[src/rtl/ps2_kbd_evq.sv]
// PS/2 keyboard front end: synchronised frame receiver with watchdog, E0/F0 prefix
// decoder with shift/caps tracking, and a first-word-fall-through event FIFO.
//
// state   | meaning
// IDLE    | no prefix seen
// E0      | extended prefix seen
// F0      | break prefix seen
// E0F0    | extended break prefix seen
module ps2_kbd_evq #(
  parameter int DEPTH_LOG2  = 3,
  parameter int SYNC_STAGES = 2,
  parameter int TIMEOUT     = 50000
) (
  input  logic                  clk,
  input  logic                  clrn,
  input  logic                  ps2_clk,
  input  logic                  ps2_data,
  output logic [7:0]            evt_code,
  output logic                  evt_break,
  output logic                  evt_ext,
  output logic                  evt_shift,
  output logic                  evt_caps,
  output logic                  evt_valid,
  input  logic                  evt_ready,
  output logic [DEPTH_LOG2:0]   count,
  output logic                  overflow,
  output logic                  parity_err,
  output logic                  frame_err
);

  localparam int DEPTH = 1 << DEPTH_LOG2;
  localparam int WD_W  = $clog2(TIMEOUT + 1);
  localparam logic [DEPTH_LOG2:0] FULL_CNT = (DEPTH_LOG2 + 1)'(DEPTH);

  typedef enum logic [1:0] {ST_IDLE, ST_E0, ST_F0, ST_E0F0} state_t;

  logic [SYNC_STAGES-1:0] clk_sync, data_sync;
  logic                   clk_prev;
  logic                   clk_s, data_s, fall;

  logic [9:0]      sh;
  logic [10:0]     frame_full;
  logic [3:0]      bit_cnt;
  logic [WD_W-1:0] wd;
  logic            frame_bad, par_bad;
  logic            byte_valid;
  logic [7:0]      byte_data;

  state_t state, state_n;
  logic   emit, emit_ext, emit_brk;
  logic   lheld, rheld, caps_held, caps;
  logic   lheld_n, rheld_n, caps_held_n, caps_n;

  logic [11:0]           mem [DEPTH];
  logic [DEPTH_LOG2-1:0] wr_ptr, rd_ptr;
  logic [11:0]           head;
  logic                  full, pop, wr_en;

  // Idle PS/2 lines are high, so the synchronisers come out of reset high to avoid a false edge.
  always_ff @(posedge clk) begin
    if (!clrn) begin
      clk_sync  <= '1;
      data_sync <= '1;
      clk_prev  <= 1'b1;
    end else begin
      clk_sync  <= {clk_sync[SYNC_STAGES-2:0], ps2_clk};
      data_sync <= {data_sync[SYNC_STAGES-2:0], ps2_data};
      clk_prev  <= clk_s;
    end
  end

  assign clk_s  = clk_sync[SYNC_STAGES-1];
  assign data_s = data_sync[SYNC_STAGES-1];
  assign fall   = clk_prev & ~clk_s;

  assign frame_full = {data_s, sh};
  assign frame_bad  = frame_full[0] | ~frame_full[10];
  assign par_bad    = ~(^frame_full[9:1]);

  always_ff @(posedge clk) begin
    if (!clrn) begin
      sh         <= '0;
      bit_cnt    <= '0;
      wd         <= '0;
      byte_valid <= 1'b0;
      byte_data  <= '0;
      parity_err <= 1'b0;
      frame_err  <= 1'b0;
    end else begin
      byte_valid <= 1'b0;
      parity_err <= 1'b0;
      frame_err  <= 1'b0;
      if (fall) begin
        sh <= frame_full[10:1];
        wd <= WD_W'(TIMEOUT);
        if (bit_cnt == 4'd10) begin
          bit_cnt    <= '0;
          byte_valid <= ~frame_bad & ~par_bad;
          parity_err <= ~frame_bad & par_bad;
          frame_err  <= frame_bad;
          byte_data  <= frame_full[8:1];
        end else begin
          bit_cnt <= bit_cnt + 4'd1;
        end
      end else if (bit_cnt != 4'd0) begin
        // Watchdog only runs inside a frame; it was reloaded by the edge that started it.
        if (wd == WD_W'(1)) begin
          bit_cnt   <= '0;
          frame_err <= 1'b1;
        end else begin
          wd <= wd - WD_W'(1);
        end
      end
    end
  end

  always_ff @(posedge clk) begin
    if (!clrn) begin
      state     <= ST_IDLE;
      lheld     <= 1'b0;
      rheld     <= 1'b0;
      caps_held <= 1'b0;
      caps      <= 1'b0;
    end else begin
      state     <= state_n;
      lheld     <= lheld_n;
      rheld     <= rheld_n;
      caps_held <= caps_held_n;
      caps      <= caps_n;
    end
  end

  always_comb begin
    state_n     = state;
    emit        = 1'b0;
    emit_ext    = 1'b0;
    emit_brk    = 1'b0;
    lheld_n     = lheld;
    rheld_n     = rheld;
    caps_held_n = caps_held;
    caps_n      = caps;
    if (byte_valid) begin
      case (state)
        ST_IDLE: begin
          if (byte_data == 8'hE0)      state_n = ST_E0;
          else if (byte_data == 8'hF0) state_n = ST_F0;
          else                         emit = 1'b1;
        end
        ST_E0: begin
          if (byte_data == 8'hF0)      state_n = ST_E0F0;
          else if (byte_data != 8'hE0) begin
            emit     = 1'b1;
            emit_ext = 1'b1;
          end
        end
        ST_F0: begin
          if (byte_data != 8'hF0) begin
            emit     = 1'b1;
            emit_brk = 1'b1;
          end
        end
        ST_E0F0: begin
          emit     = 1'b1;
          emit_ext = 1'b1;
          emit_brk = 1'b1;
        end
        default: state_n = ST_IDLE;
      endcase
    end
    if (emit) state_n = ST_IDLE;
    // Extended codes share numbers with modifiers (e.g. E0 12) but are different keys.
    if (emit && !emit_ext) begin
      case (byte_data)
        8'h12: lheld_n = ~emit_brk;
        8'h59: rheld_n = ~emit_brk;
        8'h58: begin
          if (emit_brk) begin
            caps_held_n = 1'b0;
          end else begin
            if (!caps_held) caps_n = ~caps;
            caps_held_n = 1'b1;
          end
        end
        default: ;
      endcase
    end
  end

  assign full  = (count == FULL_CNT);
  assign pop   = evt_valid & evt_ready;
  assign wr_en = emit & (~full | pop);

  always_ff @(posedge clk) begin
    if (wr_en) mem[wr_ptr] <= {emit_ext, emit_brk, lheld_n | rheld_n, caps_n, byte_data};
  end

  always_ff @(posedge clk) begin
    if (!clrn) begin
      wr_ptr   <= '0;
      rd_ptr   <= '0;
      count    <= '0;
      overflow <= 1'b0;
    end else begin
      if (wr_en) wr_ptr <= wr_ptr + 1'b1;
      if (pop)   rd_ptr <= rd_ptr + 1'b1;
      case ({wr_en, pop})
        2'b10:   count <= count + 1'b1;
        2'b01:   count <= count - 1'b1;
        default: ;
      endcase
      if (emit && full && !pop) overflow <= 1'b1;
    end
  end

  assign evt_valid = (count != '0);
  assign head      = evt_valid ? mem[rd_ptr] : '0;
  assign evt_ext   = head[11];
  assign evt_break = head[10];
  assign evt_shift = head[9];
  assign evt_caps  = head[8];
  assign evt_code  = head[7:0];

endmodule

[config.mk]
export PLATFORM = sky130hd
export DESIGN_NAME = ps2_kbd_evq
export DESIGN_NICKNAME = d
export VERILOG_FILES = /design/src/rtl/ps2_kbd_evq.sv
export SDC_FILE = /design/constraint.sdc
export NUM_CORES = 1
export LEC_CHECK = 0
export BUFFER_PORTS_ARGS = -buffer_cell sky130_fd_sc_hd__clkbuf_2
export CORE_ASPECT_RATIO = 1.1
export CORE_MARGIN = 1.5
export CORE_UTILIZATION = 66
export CTS_CLUSTER_DIAMETER = 80
export DETAILED_ROUTE_END_ITERATION = 8
export HOLD_SLACK_MARGIN = 0.05
export PLACE_DENSITY = 0.84
export SLEW_MARGIN = 20
export SYNTH_ARGS = -nofsm -noshare
export SYNTH_HDL_FRONTEND = slang
export SYNTH_SLANG_ARGS = --single-unit
[constraint.sdc]
create_clock -name clk -period 5.1 [get_ports clk]
set_input_delay 0.51 -clock clk [delete_from_list [all_inputs] [get_ports clk]]
set_output_delay 0.51 -clock clk [all_outputs]
set_load 0.01 [all_outputs]
==> results of run 1 <==
## power breakdown
part / internal (mW) / switching (mW)
combinational: 0.227 / 0.283
clock: 0.790 / 0.486
sequential: 1.40 / 0.0365
## layout make-up
| class | instances | area (sq um) |
|---|---|---|
| clock buffers | 17 | 414 |
| clock inverters | 15 | 191 |
| fillers | 574 | 2310 |
| inverters | 13 | 48.8 |
| multi-input cells | 303 | 2390 |
| flip-flops and latches | 162 | 4210 |
| well taps | 120 | 150 |
| repair buffers | 26 | 135 |
## worst paths after layout
| path | startpoint | endpoint | slack [ns] |
|---|---|---|---|
| max | count[0] | evt_valid | 2.06 |
| min | ps2_clk | clk_sync[0] | 0.15 |
| max reg2reg | byte_data[1] | mem[5][1] | 2.18 |
| min reg2reg | clk_sync[0] | clk_sync[1] | 0.41 |
## metrics by stage
| step | cells | power [mW] |
|---|---|---|
| final | 656 | 3.22 |
| after global routing | 656 | 3.35 |
| after CTS | 656 | 3.25 |
| after detailed placement | 624 | 1.98 |
| after global placement | 624 | 1.97 |
| after floorplan | 498 | 1.83 |
## critical path, delay by kind of cell (launching register included)
kind                   cells  cell delay (ns)
AND/OR/NAND/NOR            2             1.30
buffers and inverters      2             0.33
flip-flops                 1             0.37
## cells by family after synthesis
kind of cell,Yosys count
adders and majority gates,8
buffers and inverters,33
muxes,51
xor gates and xnor gates,25
DFF,162
AOI/OAI and AO/OA,56
and+or+nand+nor,163
## layout by cell type (no fill, tap or decap), types with 3 or more instances in the layout
cell        instances
clkinv_2            3
ha_1                8
nor2b_1             4
nand2_1            37
or4_1               4
o21ai_0            10
clkinvlp_4          3
or3_1               6
dfxtp_1            65
nand2b_1           11
nor2_2              3
and3_1              5
clkbuf_2           24
nor2_1             51
a21oi_1            23
bufinv_16           4
edfxtp_1           96
nor3b_2             4
nand3_1             4
xor2_1              6
mux2i_1            27
mux4_2             24
nor3_1              7
xnor2_1            19
clkbuf_16          16
a211oi_1            3
nor3_2              3
clkinv_4            3
inv_1              11
## flip-flops by register name, summed over array words and instances (netlist names), 2 cells and up, named ones only
name,cells
count,4
rd_ptr,3
wd,16
byte_data,8
clk_sync,2
mem,96
bit_cnt,4
sh,10
state,2
data_sync,2
wr_ptr,3
## routing by layer
metal / track usage / up-vias / wire length [um]
met1: 0.282 / 1978 / 4870
met4: 0.114 / 0 / 271
li1: - / 1901 / -
met5: 0 / - / 0
met3: 0.0614 / 22 / 468
met2: 0.484 / 97 / 7150
==> impl_metrics.toml, run 1 <==
[synth]
yosysTopAreaCell = "edfxtp_1"
yosysWarnings = 0
synth_cells = 498
synth_adder_area_share = 0.0150
synth.most_common_cell = "edfxtp_1"
synth_top_family_by_area = "simple AND/OR/NAND/NOR gates"
synth-seq-cells = 162
synth.area.top_cells = "edfxtp_1 (43%), dfxtp_1 (20%), mux4_2 (8.1%)"
synth_compound_area_frac = 0.0535
synth_top_cell_area_share = 0.431
synth_cell_types = 61
synth_edf_count = 96
netlist_area_sq_mm = 0.00669
syn-num-nets = 511
synth_ff_type = "edfxtp_1"
synth-seq-area-share = 0.629
avgSynthCellArea_sq_um = 13.4
synthArstFlopShare = 0
ys_top_cells_by_count = "edfxtp_1 (96), dfxtp_1 (66), nor2_1 (53)"
yosys.area_share.simple = 0.129
synthMuxAreaShare = 0.121
synth-xor-area-share = 0.0327

[sta]
max_freq_ghz = 0.329
relSlewSlack = 0.272
final.min_clock_period_ns = 3.04
fin_crit_sh = 0.595
drv_slew = 0
setup_viol_count_final = 0
rsz0062_at_grt = "false"
finalHoldViolCount = 0
setup_tns_ns = 0
whs_ns = 0.154
skew_ns = 0.00555
worst_slack_ns = 2.06
worstMarginPinSlew_ns = 1.09

[die]
rows = 38
die_w_um = 99.0
core_area_sq_mm = 0.00984
die_y_um = 109
ios = 25
die_area_sq_mm = 0.0107
start_util = 0.679

[worst_setup_path]
critPathCaptureType = "primary output"
worstSetupStartpointType = "flip-flop"
slowest_delay_ns = 0.84
path_class = "flip-flop to primary output"
rr_worst_depth = 5
crit_chain = "or3_1 > nor2_1 > inv_1 > clkbuf_2"
arrival_ns = 2.53
critical_path_required_ns = 4.59
path_max_fanout = 13
slowest_stage = "nor2_1"

[global_routing]
grt_max_degree = 39
first_global_vias = 3986
antenna_found_initial = 0
grt_pass1_wl_mm = 20.3
grt-ovfl-total = 0
grt_usage = 0.260

[finish]
area_delta_synth_final_pct = 12.7
fin_util = 0.766
antenna_cells = 0
layout-drive-gt1-share = 0.194
layout.nets = 536
fin_area_sq_mm = 0.00753

[route]
postRouteWirelength_mm = 12.8
drtIter0Drc = 297
ant_nets = 0
via_count = 3998
routedWlPerCell_um = 19.4
drc = 1
viasPerCell = 6.09
drt_pass1_iterations = 7

[power]
pwr_density_cell_mw_per_mm2 = 428
ir_worst_vdd_mv = 0.297
leakage_nw = 2.57

[status]
outcome = "finished, violations left"
violations = "DRC"

[placement]
dp_hpwl_mm = 8.11
gp_congestion = 0.843
postPlaceCellArea_sq_mm = 0.00692
place_ws_ns = 2.32
io_buffers = 24

[clock_tree]
cts.reportedPaths.clkPinSlew_ns = 0.06
tritoncts = "built"
cts-root-buf = "clkbuf_8"
clock_sinks = 162
postCtsSetupBuffers = 0
cts_max_level = 4
post_cts_resize_count = 0
insertion_delay_ns = 0.53
postCtsHoldBufs = 0
cts_made_buffers = 17
clockBufferDepth = 2

[hold_path]
holdPathStages = 2
hold_path_class = "primary input to flip-flop"

[job]
cap_violations = 0
Note: power is estimated with default switching activity, not from simulation.
==> run 2: changes to the inputs <==
--- a/config.mk
+++ b/config.mk
@@ -8,11 +8,11 @@
 export BUFFER_PORTS_ARGS = -buffer_cell sky130_fd_sc_hd__clkbuf_2
 export CORE_ASPECT_RATIO = 1.1
 export CORE_MARGIN = 1.5
-export CORE_UTILIZATION = 66
+export CORE_UTILIZATION = 61
 export CTS_CLUSTER_DIAMETER = 80
 export DETAILED_ROUTE_END_ITERATION = 8
 export HOLD_SLACK_MARGIN = 0.05
-export PLACE_DENSITY = 0.84
+export PLACE_DENSITY = 0.79
 export SLEW_MARGIN = 20
 export SYNTH_ARGS = -nofsm -noshare
 export SYNTH_HDL_FRONTEND = slang
==> constraint.sdc (replaced) <==
create_clock -name clk -period 3.1 [get_ports clk]
set_input_delay 0.31 -clock clk [delete_from_list [all_inputs] [get_ports clk]]
set_output_delay 0.31 -clock clk [all_outputs]
set_load 0.01 [all_outputs]
==> impl_metrics.toml, run 2 (synthesized netlist as in run 1, its figures left out) <==
[finish]
largest_register_ffs = 96
largestRegisters = "mem (96), wd (16), sh (10)"
layout_common_cells = "edfxtp_1 (96), dfxtp_1 (66), nor2_1 (53)"
regArea_sq_mm = 0.00420
fin_util = 0.724
layout_commonest_cell = "edfxtp_1"
fill_cells = 726
antenna_cells = 0
area_delta_synth_final_pct = 14.2
multi_input_comb_area_sq_mm = 0.00238
layout.nets = 548
largest_register = "mem"
layout-drive-gt1-share = 0.201

[sta]
relSlewSlack = 0.424
setup_tns_ns = 0
finalHoldViolCount = 0
drv_slew = 0
fin_crit_sh = 0.809
final.min_clock_period_ns = 2.51
skew_ns = 0.00732
rsz0062_at_grt = "false"
worstMarginPinSlew_ns = 0.863
max_freq_ghz = 0.399
setup_viol_count_final = 0

[clock_tree]
clockBufferDepth = 2
cts-root-buf = "clkbuf_16"
clock_sinks = 162
tritoncts = "built"
insertion_delay_ns = 0.42
cts_made_buffers = 17
cts_max_level = 4
post_cts_resize_count = 0
cts.reportedPaths.clkPinSlew_ns = 0.06
postCtsHoldBufs = 0
postCtsSetupBuffers = 0

[power]
leakage_nw = 2.61
ir_worst_vdd_mv = 0.440
pwr_density_cell_mw_per_mm2 = 696

[die]
die_area_sq_mm = 0.0116
rows = 39
ios = 25
die_y_um = 113
die_w_um = 103
core_area_sq_mm = 0.0105
start_util = 0.634

[hold_path]
hold_path_class = "primary input to flip-flop"

[worst_setup_path]
path_max_fanout = 12
worstSetupStartpointType = "flip-flop"
critical_path_required_ns = 3.26
slowest_delay_ns = 0.51
critPathCaptureType = "flip-flop"
slowest_stage = "dfxtp_1"
arrival_ns = 2.66
path_class = "flip-flop to flip-flop"
crit_chain = "and4b_1 > nand2_1 > o21bai_1 > inv_2 > nor4_2 > xor2_1"

[route]
drc = 0
drtIter0Drc = 206
routedWlPerCell_um = 18.3
ant_nets = 0
postRouteWirelength_mm = 12.7
via_count = 3997
viasPerCell = 5.78
drt_pass1_iterations = 5

[global_routing]
grt_max_degree = 25
first_global_vias = 4054
grt-ovfl-total = 0
antenna_found_initial = 0
grt_usage = 0.241
grt_pass1_wl_mm = 20.5

[job]
cap_violations = 0

[placement]
io_buffers = 24
gp_congestion = 0.809
dp_hpwl_mm = 7.78

[status]
outcome = "complete, no violations"
-- run 2: cell count changes in the layout (fill, tap and decap cells not counted), sizes merged --
cell,before,now
clkbuf,41,44
clkinv,8,6
clkinvlp,3,2
buf,2,14
-- run 2: per-stage QoR --
stage          setup slack (ns)  std cells  power, mW  area, sq um  hold slack [ns]
3_5_place_dp              0.631        659       3.26         7040            0.395
5_1_grt                   0.335        691       5.52         7640           0.0795
2_1_floorplan             0.446        498       2.99         6690            0.386
6_report                  0.593        691       5.32         7640           0.0824
4_1_cts                   0.547        691       5.36         7640           0.0733
3_3_place_gp              0.745        659       3.24         7040            0.393
-- run 2: path summary, 6_finish.rpt --
| path | to | slack (ns) | startpoint | cells after the start |
|---|---|---|---|---|
| setup reg to reg | mem[3][8] | 0.59 | byte_data[6] | 6 |
| hold reg to reg | data_sync[1] | 0.41 | data_sync[0] | 1 |
| setup / recovery | mem[3][8] | 0.59 | byte_data[6] | 6 |
| hold / removal | data_sync[0] | 0.08 | ps2_data | 2 |
-- run 2: per-layer routing --
| layer | up-vias | part of all wire | track usage |
|---|---|---|---|
| li1 | 1914 | - | - |
| met1 | 1973 | 0.43 | 0.304 |
| met2 | 85 | 0.50 | 0.394 |
| met3 | 25 | 0.044 | 0.0661 |
| met4 | 0 | 0.026 | 0.0973 |
| met5 | - | 0 | 0 |
-- run 2: layout make-up --
| class | instances | share of cell area |
|---|---|---|
| Sequential cell | 162 | 0.551 |
| Clock inverter | 12 | 0.0215 |
| Tap cell | 143 | 0.0234 |
| Clock buffer | 20 | 0.0572 |
| Timing Repair Buffer | 38 | 0.0295 |
| Multi-Input combinational cell | 303 | 0.311 |
| Inverter | 13 | 0.00639 |
-- run 2: critical path: cells and delay by family (launching register included) --
kind | cells | cell delay (ns)
flip-flops | 1 | 0.51
XOR/XNOR | 1 | 0.45
AO/OA/AOI/OAI | 1 | 0.31
AND/OR/NAND/NOR | 3 | 0.81
buffers and inverters | 1 | 0.16
-- run 2: power breakdown --
group,internal (mW),switching (mW)
Clock,1.34,0.777
Combinational,0.380,0.466
Sequential,2.30,0.0532
Total,4.02,1.30
==> run 3: changes to the inputs <==
--- a/config.mk
+++ b/config.mk
@@ -8,11 +8,11 @@
 export BUFFER_PORTS_ARGS = -buffer_cell sky130_fd_sc_hd__clkbuf_2
 export CORE_ASPECT_RATIO = 1.1
 export CORE_MARGIN = 1.5
-export CORE_UTILIZATION = 61
+export CORE_UTILIZATION = 55
 export CTS_CLUSTER_DIAMETER = 80
 export DETAILED_ROUTE_END_ITERATION = 8
 export HOLD_SLACK_MARGIN = 0.05
-export PLACE_DENSITY = 0.79
+export PLACE_DENSITY = 0.75
 export SLEW_MARGIN = 20
 export SYNTH_ARGS = -nofsm -noshare
 export SYNTH_HDL_FRONTEND = slang
==> constraint.sdc (replaced) <==
create_clock -name clk -period 2.3 [get_ports clk]
set_input_delay 0.23 -clock clk [delete_from_list [all_inputs] [get_ports clk]]
set_output_delay 0.23 -clock clk [all_outputs]
set_load 0.01 [all_outputs]
==> impl_metrics.toml, run 3 (synthesized netlist as in run 1, its figures left out) <==
[status]
outcome = "complete, no violations"

[global_routing]
first_global_vias = 4109
grt_pass1_wl_mm = 20.6
grt_usage = 0.214
grt_max_degree = 27
antenna_found_initial = 0
grt-ovfl-total = 0

[placement]
dp_hpwl_mm = 8.22
gp_congestion = 0.768
io_buffers = 24

[power]
pwr_density_cell_mw_per_mm2 = 911
p_total_mw = 7.14
ir_worst_vdd_mv = 0.536
leakage_nw = 2.76

[worst_setup_path]
crit_chain = "buf_12 > mux4_2 > mux2i_1 > nor2_1 > clkbuf_2"
rr_worst_depth = 5
worstSetupStartpointType = "flip-flop"
slowest_delay_ns = 0.54
reg2reg_to = "mem[2][8]"
slowest_stage = "mux4_2"
critPathCaptureType = "primary output"
critical_path_required_ns = 2.07
arrival_ns = 1.96
path_class = "flip-flop to primary output"
r2r-start = "byte_data[4]"
r2r_setup_slack_ns = 0.25
path_max_fanout = 24

[clock_tree]
insertion_delay_ns = 0.41
clock_sinks = 162
clockBufferDepth = 2
tritoncts = "built"
cts_made_buffers = 17
cts_max_level = 4
cts.reportedPaths.clkPinSlew_ns = 0.07
cts-root-buf = "clkbuf_16"

[finish]
largest_register = "mem"
fill_cells = 859
layout_common_cells = "edfxtp_1 (96), dfxtp_1 (66), nor2_1 (53)"
layout_commonest_cell = "edfxtp_1"
antenna_cells = 0
area_delta_synth_final_pct = 17.2
largest_register_ffs = 96
layout-drive-gt1-share = 0.232
layout.nets = 568
largestRegisters = "mem (96), wd (16), sh (10)"

[sta]
skew_ns = 0.00849
drv_slew = 0
max_freq_ghz = 0.457
setup_viol_count_final = 0
finalHoldViolCount = 0
rsz0062_at_grt = "false"
relSlewSlack = 0.557
setup_tns_ns = 0
fin_crit_sh = 0.952
final.min_clock_period_ns = 2.19
whs_ns = 0.218
worstMarginPinSlew_ns = 0.664

[route]
postRouteWirelength_mm = 12.4
drtIter0Drc = 218
viasPerCell = 5.68
ant_nets = 0
routedWlPerCell_um = 17.2
drc = 0
drt_pass1_iterations = 5
via_count = 4098

[die]
start_util = 0.561
rows = 42
die_area_sq_mm = 0.0128
die_w_um = 108
ios = 25
die_y_um = 119
core_area_sq_mm = 0.0119

[hold_path]
hold_path_class = "primary input to flip-flop"
holdCritStartpoint = "clrn"
hold_end = "clk_sync[0]"
holdPathStages = 3

[job]
cap_violations = 0
==> run 3: changes by cell type in the layout (fill, tap and decap cells not counted), sizes merged <==
cell,change
buf,+18
bufinv,-2
clkbuf,-3
clkinv,-2
clkinvlp,-1
dlygate4sd3,+2
inv,+8
==> run 3: critical path, delay by kind of cell, from the launching register on <==
family,cells,cell delay [ns]
muxes,2,0.75
DFF,1,0.35
and+or+nand+nor,1,0.07
buffers and inverters,2,0.36
==> run 3: final cells by class <==
class	count	area, sq um	area share
clock buffers	17	425	0.0543
clock inverters	15	170	0.0217
inverters	13	48.8	0.00623
multi-input cells	303	2380	0.303
flip-flops and latches	162	4200	0.536
well taps	154	193	0.0246
repair buffers	58	418	0.0533
==> run 3: timing repair <==
item / 4_1_cts / 5_1_grt
endpoints found under the setup margin: 0 / 0
hold buffers: 2 / 0
setup buffers: 0 / 0
resized for setup: 0 / 0
hold endpoints to repair: 2 / 0
==> run 3: routing by layer <==
layer  wire (um)  track usage
met5           0            0
met4         204       0.0847
met2        6390        0.360
met1        5250        0.274
met3         602       0.0381
==> run 3: metrics by stage <==
| stage | cell area, sq um | utilization | std cells | setup slack, ns |
|---|---|---|---|---|
| 6_report | 7840 | 0.657 | 722 | 0.111 |
| 5_1_grt | 7840 | 0.657 | 722 | 0.0156 |
| 4_1_cts | 7840 | 0.657 | 722 | 0.0726 |
| 3_5_place_dp | 7220 | 0.605 | 688 | 0.280 |
| 3_3_place_gp | 7220 | 0.605 | 688 | 0.328 |
| 2_1_floorplan | 6720 | - | 498 | 0.0338 |
==> run 3: how the worst max path moves through the flow <==
stage | start | to | slack [ns] | cells past startpoint
floorplan | byte_data[1] | mem[4][0] | 0.03 | 4
global placement | byte_data[4] | mem[4][5] | 0.33 | 5
detailed placement | count[0] | count[2] | 0.28 | 8
CTS | flip-flop | evt_code[7] | 0.07 | 5
global route | flip-flop | evt_code[7] | 0.02 | 5
finish | flip-flop | evt_code[7] | 0.11 | 5
==> run 3: report_power, final <==
part           internal (mW)  switching, mW  total (mW)
Sequential              3.10         0.0763        3.18
Clock                   1.63           1.18        2.81
Combinational          0.524          0.620        1.14
Total                   5.26           1.88        7.14
